### config.mk
export PLATFORM = sky130hd
export DESIGN_NAME = axis_sample_source
export DESIGN_NICKNAME = d
export VERILOG_FILES = /design/src/rtl/axis_sample_source.sv
export SDC_FILE = /design/constraint.sdc
export NUM_CORES = 2
export LEC_CHECK = 0
export CAP_MARGIN = 20
export CORE_MARGIN = 1
export CORE_UTILIZATION = 50
export DETAILED_ROUTE_END_ITERATION = 12
export PLACE_DENSITY = 0.68
export SLEW_MARGIN = 10
export SYNTH_ARGS = -nofsm -noshare
export SYNTH_HDL_FRONTEND = slang
export SYNTH_SLANG_ARGS = --single-unit
### constraint.sdc
create_clock -name clk -period 4.9 [get_ports clk]
set_input_delay 0.98 -clock clk [delete_from_list [all_inputs] [get_ports clk]]
set_output_delay 0.98 -clock clk [all_outputs]
set_load 0.01 [all_outputs]
### src/rtl/axis_sample_source.sv
// axis_sample_source
//
// Plays a host-loaded waveform out of an AXI4-Stream master port at a fixed
// sample rate of one beat every clk_div clocks. Samples are written into an
// internal buffer while idle, then a start pulse streams num_samples of them
// either once or in a continuous loop. Back-pressure never drops or repeats
// a sample. A sample period that cannot issue a new beat because the
// previous one is still waiting is counted in overrun_cnt.
//
// Ports
//   clk, rst_n     : system clock, synchronous active-low reset
//   wr_en/addr/data: buffer write port, accepted only while idle
//   num_samples    : samples per pass (1..depth), latched at start
//   loop           : 1 = repeat the pass forever, latched at start
//   start, stop    : begin playback (idle only) / end playback
//   m_axis_*       : AXI4-Stream master (tdata, tvalid, tlast, tready)
//   busy           : playback (or draining) in progress
//   done           : one-cycle pulse when a one-shot pass completes
//   overrun_cnt    : saturating count of sample ticks lost to back-pressure
module axis_sample_source #(
  parameter int data_width = 16,
  parameter int addr_width = 8,
  parameter int depth      = 256,
  parameter int clk_div    = 5
) (
  input  logic                  clk,
  input  logic                  rst_n,
  input  logic                  wr_en,
  input  logic [addr_width-1:0] wr_addr,
  input  logic [data_width-1:0] wr_data,
  input  logic [addr_width:0]   num_samples,
  input  logic                  loop,
  input  logic                  start,
  input  logic                  stop,
  output logic [data_width-1:0] m_axis_tdata,
  output logic                  m_axis_tvalid,
  output logic                  m_axis_tlast,
  input  logic                  m_axis_tready,
  output logic                  busy,
  output logic                  done,
  output logic [15:0]           overrun_cnt
);

  localparam int                  tick_w   = (clk_div > 1) ? $clog2(clk_div) : 1;
  localparam logic [tick_w-1:0]   tick_max = tick_w'(clk_div - 1);
  localparam logic [tick_w-1:0]   tick_one = tick_w'(1);
  localparam logic [addr_width:0] depth_n  = (addr_width + 1)'(depth);
  localparam logic [addr_width:0] one_n    = (addr_width + 1)'(1);
  localparam logic [addr_width-1:0] one_a  = addr_width'(1);

  typedef enum logic [1:0] {IDLE, RUN, DRAIN} state_t;

  state_t                state_reg, state_next;
  logic [tick_w-1:0]     tick_reg, tick_next;
  logic [addr_width-1:0] idx_reg, idx_next;
  logic [addr_width:0]   num_reg, num_next;
  logic                  loop_reg, loop_next;
  logic                  final_reg, final_next;   // one-shot: last index already read
  logic                  tvalid_reg, tvalid_next;
  logic                  tlast_reg, tlast_next;
  logic                  done_reg, done_next;
  logic [15:0]           ovr_reg, ovr_next;

  logic                  rd_en;
  logic [data_width-1:0] rd_data_reg;
  logic [data_width-1:0] mem [depth];

  logic tick, pending, accepted, idx_is_last, start_ok;

  assign tick        = (tick_reg == '0);
  assign pending     = tvalid_reg && !m_axis_tready;
  assign accepted    = tvalid_reg && m_axis_tready;
  assign idx_is_last = ({1'b0, idx_reg} == (num_reg - one_n));
  assign start_ok    = start && !stop && (num_samples != '0) && (num_samples <= depth_n);

  // Buffer: write only while idle, registered read. The read register is the
  // beat data holding register; it only changes when a new beat is issued.
  always_ff @(posedge clk) begin
    if (wr_en && (state_reg == IDLE))
      mem[wr_addr] <= wr_data;
    if (rd_en)
      rd_data_reg <= mem[idx_reg];
  end

  always_comb begin
    state_next  = state_reg;
    tick_next   = tick_reg;
    idx_next    = idx_reg;
    num_next    = num_reg;
    loop_next   = loop_reg;
    final_next  = final_reg;
    tvalid_next = tvalid_reg;
    tlast_next  = tlast_reg;
    done_next   = 1'b0;
    ovr_next    = ovr_reg;
    rd_en       = 1'b0;

    case (state_reg)
      IDLE: begin
        if (start_ok) begin
          state_next = RUN;
          num_next   = num_samples;
          loop_next  = loop;
          idx_next   = '0;
          tick_next  = '0;
          final_next = 1'b0;
          ovr_next   = '0;
        end
      end

      RUN: begin
        tick_next = (tick_reg == tick_max) ? '0 : tick_reg + tick_one;
        if (stop) begin
          if (pending) begin
            state_next = DRAIN;
          end else begin
            state_next  = IDLE;
            tvalid_next = 1'b0;
          end
        end else if (accepted && tlast_reg && !loop_reg) begin
          // Final beat of a one-shot pass handed off.
          state_next  = IDLE;
          tvalid_next = 1'b0;
          done_next   = 1'b1;
        end else begin
          if (accepted)
            tvalid_next = 1'b0;
          if (tick && !final_reg) begin
            if (pending) begin
              if (ovr_reg != 16'hFFFF)
                ovr_next = ovr_reg + 16'd1;
            end else begin
              // A beat accepted on this same edge is replaced seamlessly.
              rd_en       = 1'b1;
              tvalid_next = 1'b1;
              tlast_next  = idx_is_last;
              if (idx_is_last) begin
                idx_next   = '0;
                final_next = !loop_reg;
              end else begin
                idx_next = idx_reg + one_a;
              end
            end
          end
        end
      end

      DRAIN: begin
        if (accepted) begin
          state_next  = IDLE;
          tvalid_next = 1'b0;
        end
      end

      default: state_next = IDLE;
    endcase
  end

  always_ff @(posedge clk) begin
    if (!rst_n) begin
      state_reg  <= IDLE;
      tick_reg   <= '0;
      idx_reg    <= '0;
      num_reg    <= '0;
      loop_reg   <= 1'b0;
      final_reg  <= 1'b0;
      tvalid_reg <= 1'b0;
      tlast_reg  <= 1'b0;
      done_reg   <= 1'b0;
      ovr_reg    <= '0;
    end else begin
      state_reg  <= state_next;
      tick_reg   <= tick_next;
      idx_reg    <= idx_next;
      num_reg    <= num_next;
      loop_reg   <= loop_next;
      final_reg  <= final_next;
      tvalid_reg <= tvalid_next;
      tlast_reg  <= tlast_next;
      done_reg   <= done_next;
      ovr_reg    <= ovr_next;
    end
  end

  // Data and last are forced quiet whenever no beat is offered.
  assign m_axis_tdata  = tvalid_reg ? rd_data_reg : '0;
  assign m_axis_tvalid = tvalid_reg;
  assign m_axis_tlast  = tvalid_reg && tlast_reg;
  assign busy          = (state_reg != IDLE);
  assign done          = done_reg;
  assign overrun_cnt   = ovr_reg;

endmodule

==> results_dict.tcl <==
set metrics [dict create \
    layout_area_overhead_pct 14.5 \
    synth-seq-area-share 0.777 \
    timing_worst_slew_pin_value_ns 1.26 \
    yosys_warnings 0 \
    clk_root_buffer_cell "sky130_fd_sc_hd__clkbuf_16" \
    hold_ws_ns 0.517 \
    die_area_um2 323000 \
    finalPower_mw 72.4 \
    fraction_of_registers_with_async_set_reset 0 \
    layout.cell_area.non_filler_um2 183000 \
    tritoncts_clock_tree "built" \
    syn-instance-count 7485 \
    drc 0 \
    drt_first_iter_violations 13400 \
    final-setup-viol-count 0 \
    cts.reportedPaths.clkPinSlew_ns 0.06 \
    cts-buffers-inserted 408 \
    setup_slack_ns 0.218 \
    worstHoldPathType "in2reg" \
    postLayoutCoreUtil 0.576 \
    count_of_fill_cells_added_during_filler_insertion 22500 \
    antenna_violations_before_repair 26 \
    crit_fanout 27 \
    synth.most_common_cell "sky130_fd_sc_hd__edfxtp_1" \
    timing.critical_path.slowest_stage_cell "sky130_fd_sc_hd__dfxtp_4" \
    hold_viol 0 \
    die_y_um 568 \
    max_freq_mhz 214 \
    run_status "finished, final reports clean" \
    clock_insertion_delay_worst_skew_ns 0.99 \
    postSynthNetCount 7530 \
    powerDensity_nw_per_um2 395 \
    cp_cell_sequence "buf_12 > buf_12 > buf_4 > mux4_2 > a22o_1 > o21ai_0 > o21ai_0 > a211oi_2 > o22ai_1" \
    hpwlAfterDp_um 285000 \
    start_util 0.503 \
    grt.overflow.total 0 \
    grt_pass1_wl_um 644000 \
    cap_violations 0 \
    clk_path_buf_depth 4 \
    detail-route-antenna-nets 0 \
    crit_family "compound AO/OA/AOI/OAI gates" \
    finClkSkew_ns 0.0833 \
    synth_seq_cells 4155 \
    top_flip_flop_cell_by_instance_count_after_synthesis "sky130_fd_sc_hd__edfxtp_1" \
    horiz_die_dim_um 568 \
    post_synth_top_area_cell "sky130_fd_sc_hd__edfxtp_1" \
    avgRoutedWirePerCell_um 36.3 \
    netlist_area_um2 160000 \
    flip_flop_count_of_the_largest_register_all_copies_and_words_added 4096 \
    finalWorstPathRequiredPeriod_ns 4.68 \
    post_synth_num_cell_types 75 \
    crit_path_start_kind "flop" \
    worst_ep_arrival_time_ns 5.40 \
    critPathRequiredTime_ns 5.62 \
    rows 207 \
    post-synth-top-area-fraction 0.771 \
    rsz_0062_raised_after_global_routing "false" \
    grt_start_max_net_pins 165 \
    synth_area_per_cell_um2 21.4 \
    dp_worst_setup_slack_ns -0.0884 \
    drive_above_1_share 0.265 \
    drt-vias-per-instance 6.61 \
    place_congestion 0.911 \
    netlist_top_cells_area "sky130_fd_sc_hd__edfxtp_1 77%, sky130_fd_sc_hd__mux4_2 12%, sky130_fd_sc_hd__mux2i_1 2.6%" \
    critical_path_buf_inv_count 3 \
    total_leakage_power_nw 56.6 \
    final-max-slew-violation-count 0 \
    first_global_vias 82800 \
    post-route-period-util 0.955 \
    grtUsageTotal 0.285 \
    postPlaceCellArea_um2 170000 \
    timing.critical_path.to_type "flop" \
    critical_path.max_stage_delay_ns 0.81 \
    ios 76 \
    setup.worst_path.class "reg2reg" \
    synth-edff-count 4112 \
    relSlewSlack 0.161 \
    io_buffers 75 \
    vias 84300 \
    finalNetCount 8263 \
    drtPass1Iterations 6 \
    route.final.wire_length_um 463000 \
    clock_sinks 4155 \
    ctsHtreeMaxLevel 5 \
    vdd_ir_drop_max_mv 0.311 \
    ys_top_cells_by_count "4112 x sky130_fd_sc_hd__edfxtp_1, 876 x sky130_fd_sc_hd__mux4_2, 416 x sky130_fd_sc_hd__mux2i_1" \
    placeableCoreArea_um2 318000 \
]
[stage by stage]
step                cells  TNS (ns)
detailed placement  12000   -0.0884
global route        12700         0
finish              12700         0
CTS                 12700         0
floorplan            7485         0
global placement    12000   -0.0699
[final cells by class]
type / count / area [um2] / share of cell area
flip-flops and latches: 4155 / 124000 / 0.678
multi-input cells: 2866 / 33500 / 0.183
clock buffers: 490 / 10600 / 0.0577
repair buffers: 772 / 6990 / 0.0381
well taps: 4180 / 5230 / 0.0285
clock inverters: 250 / 2580 / 0.0141
inverters: 15 / 63.8 / 0.000348
diodes: 21 / 52.6 / 0.000287
[placed cells by master (no fill, tap or decap), types with 22 or more instances in the layout]
cell	netlist	layout
sky130_fd_sc_hd__o21ai_0	71	71
sky130_fd_sc_hd__nand3_1	69	59
sky130_fd_sc_hd__buf_4	72	622
sky130_fd_sc_hd__nor2_2	0	50
sky130_fd_sc_hd__a211oi_1	23	22
sky130_fd_sc_hd__clkbuf_16	0	411
sky130_fd_sc_hd__clkbuf_1	208	79
sky130_fd_sc_hd__a221oi_1	104	104
sky130_fd_sc_hd__dfxtp_1	43	35
sky130_fd_sc_hd__clkinv_2	0	84
sky130_fd_sc_hd__o22ai_1	52	52
sky130_fd_sc_hd__mux2i_1	416	416
sky130_fd_sc_hd__nor2b_1	34	28
sky130_fd_sc_hd__edfxtp_1	4112	4112
sky130_fd_sc_hd__nand2_1	151	150
sky130_fd_sc_hd__clkinv_1	1	89
sky130_fd_sc_hd__o221ai_1	42	42
sky130_fd_sc_hd__nor2_1	346	294
sky130_fd_sc_hd__o211ai_1	22	22
sky130_fd_sc_hd__a21oi_1	164	164
sky130_fd_sc_hd__nor3_1	29	28
sky130_fd_sc_hd__and2_1	26	25
sky130_fd_sc_hd__a22o_1	33	33
sky130_fd_sc_hd__mux4_2	876	876
sky130_fd_sc_hd__a31oi_1	27	27
sky130_fd_sc_hd__a22oi_1	175	175
sky130_fd_sc_hd__clkdlybuf4s50_1	0	59
sky130_fd_sc_hd__bufinv_16	0	34
sky130_fd_sc_hd__buf_12	0	75
[timing repair]
action                                  in CTS  in global routing
endpoints found under the setup margin       1                  1
buffers inserted                             0                  1
resized for setup                            1                  0
hold buffers                                 0                  0
[logic make-up (layout without fill, tap and decap cells)]
kind of cell / after synthesis / after routing / share of synthesized area
AO/OA/AOI/OAI: 803 / 803 / 0.0356
XOR/XNOR: 27 / 27 / 0.00148
other: 0 / 21 / 0
multiplexers: 1299 / 1299 / 0.150
buffers and inverters: 464 / 1527 / 0.0158
flip-flops: 4155 / 4155 / 0.777
adder cells (fa/ha/maj): 5 / 5 / 0.000391
AND/OR/NAND/NOR: 732 / 732 / 0.0203
[power breakdown]
| part | leakage (nW) | internal, mW | switching, mW | total, mW |
|---|---|---|---|---|
| sequential | 37.3 | 39.1 | 0.0342 | 39.1 |
| combinational | 12.9 | 0.881 | 1.56 | 2.44 |
| clock | 6.39 | 17.3 | 13.6 | 30.9 |
| total | 56.6 | 57.3 | 15.1 | 72.4 |
[path summary, 6_finish.rpt]
path                                       to  slack (ns)  cells past startpoint                         from
hold reg to reg   overrun_cnt[1]$_SDFFE_PN0P_        0.52                      2  overrun_cnt[1]$_SDFFE_PN0P_
setup / recovery     rd_data_reg[1]$_DFFE_PP_        0.22                      9      idx_reg[0]$_SDFFE_PN0P_
hold / removal          mem[198][9]$_DFFE_PP_        0.52                      1                   wr_data[9]
setup reg to reg     rd_data_reg[1]$_DFFE_PP_        0.22                      9      idx_reg[0]$_SDFFE_PN0P_
[per-layer routing]
| layer | GRT usage | share of wire |
|---|---|---|
| met1 | 0.389 | 0.36 |
| met2 | 0.431 | 0.46 |
| met3 | 0.0737 | 0.13 |
| met4 | 0.137 | 0.055 |
| met5 | 0 | 0.00016 |
No activity file was read; power rests on OpenSTA's default activity.
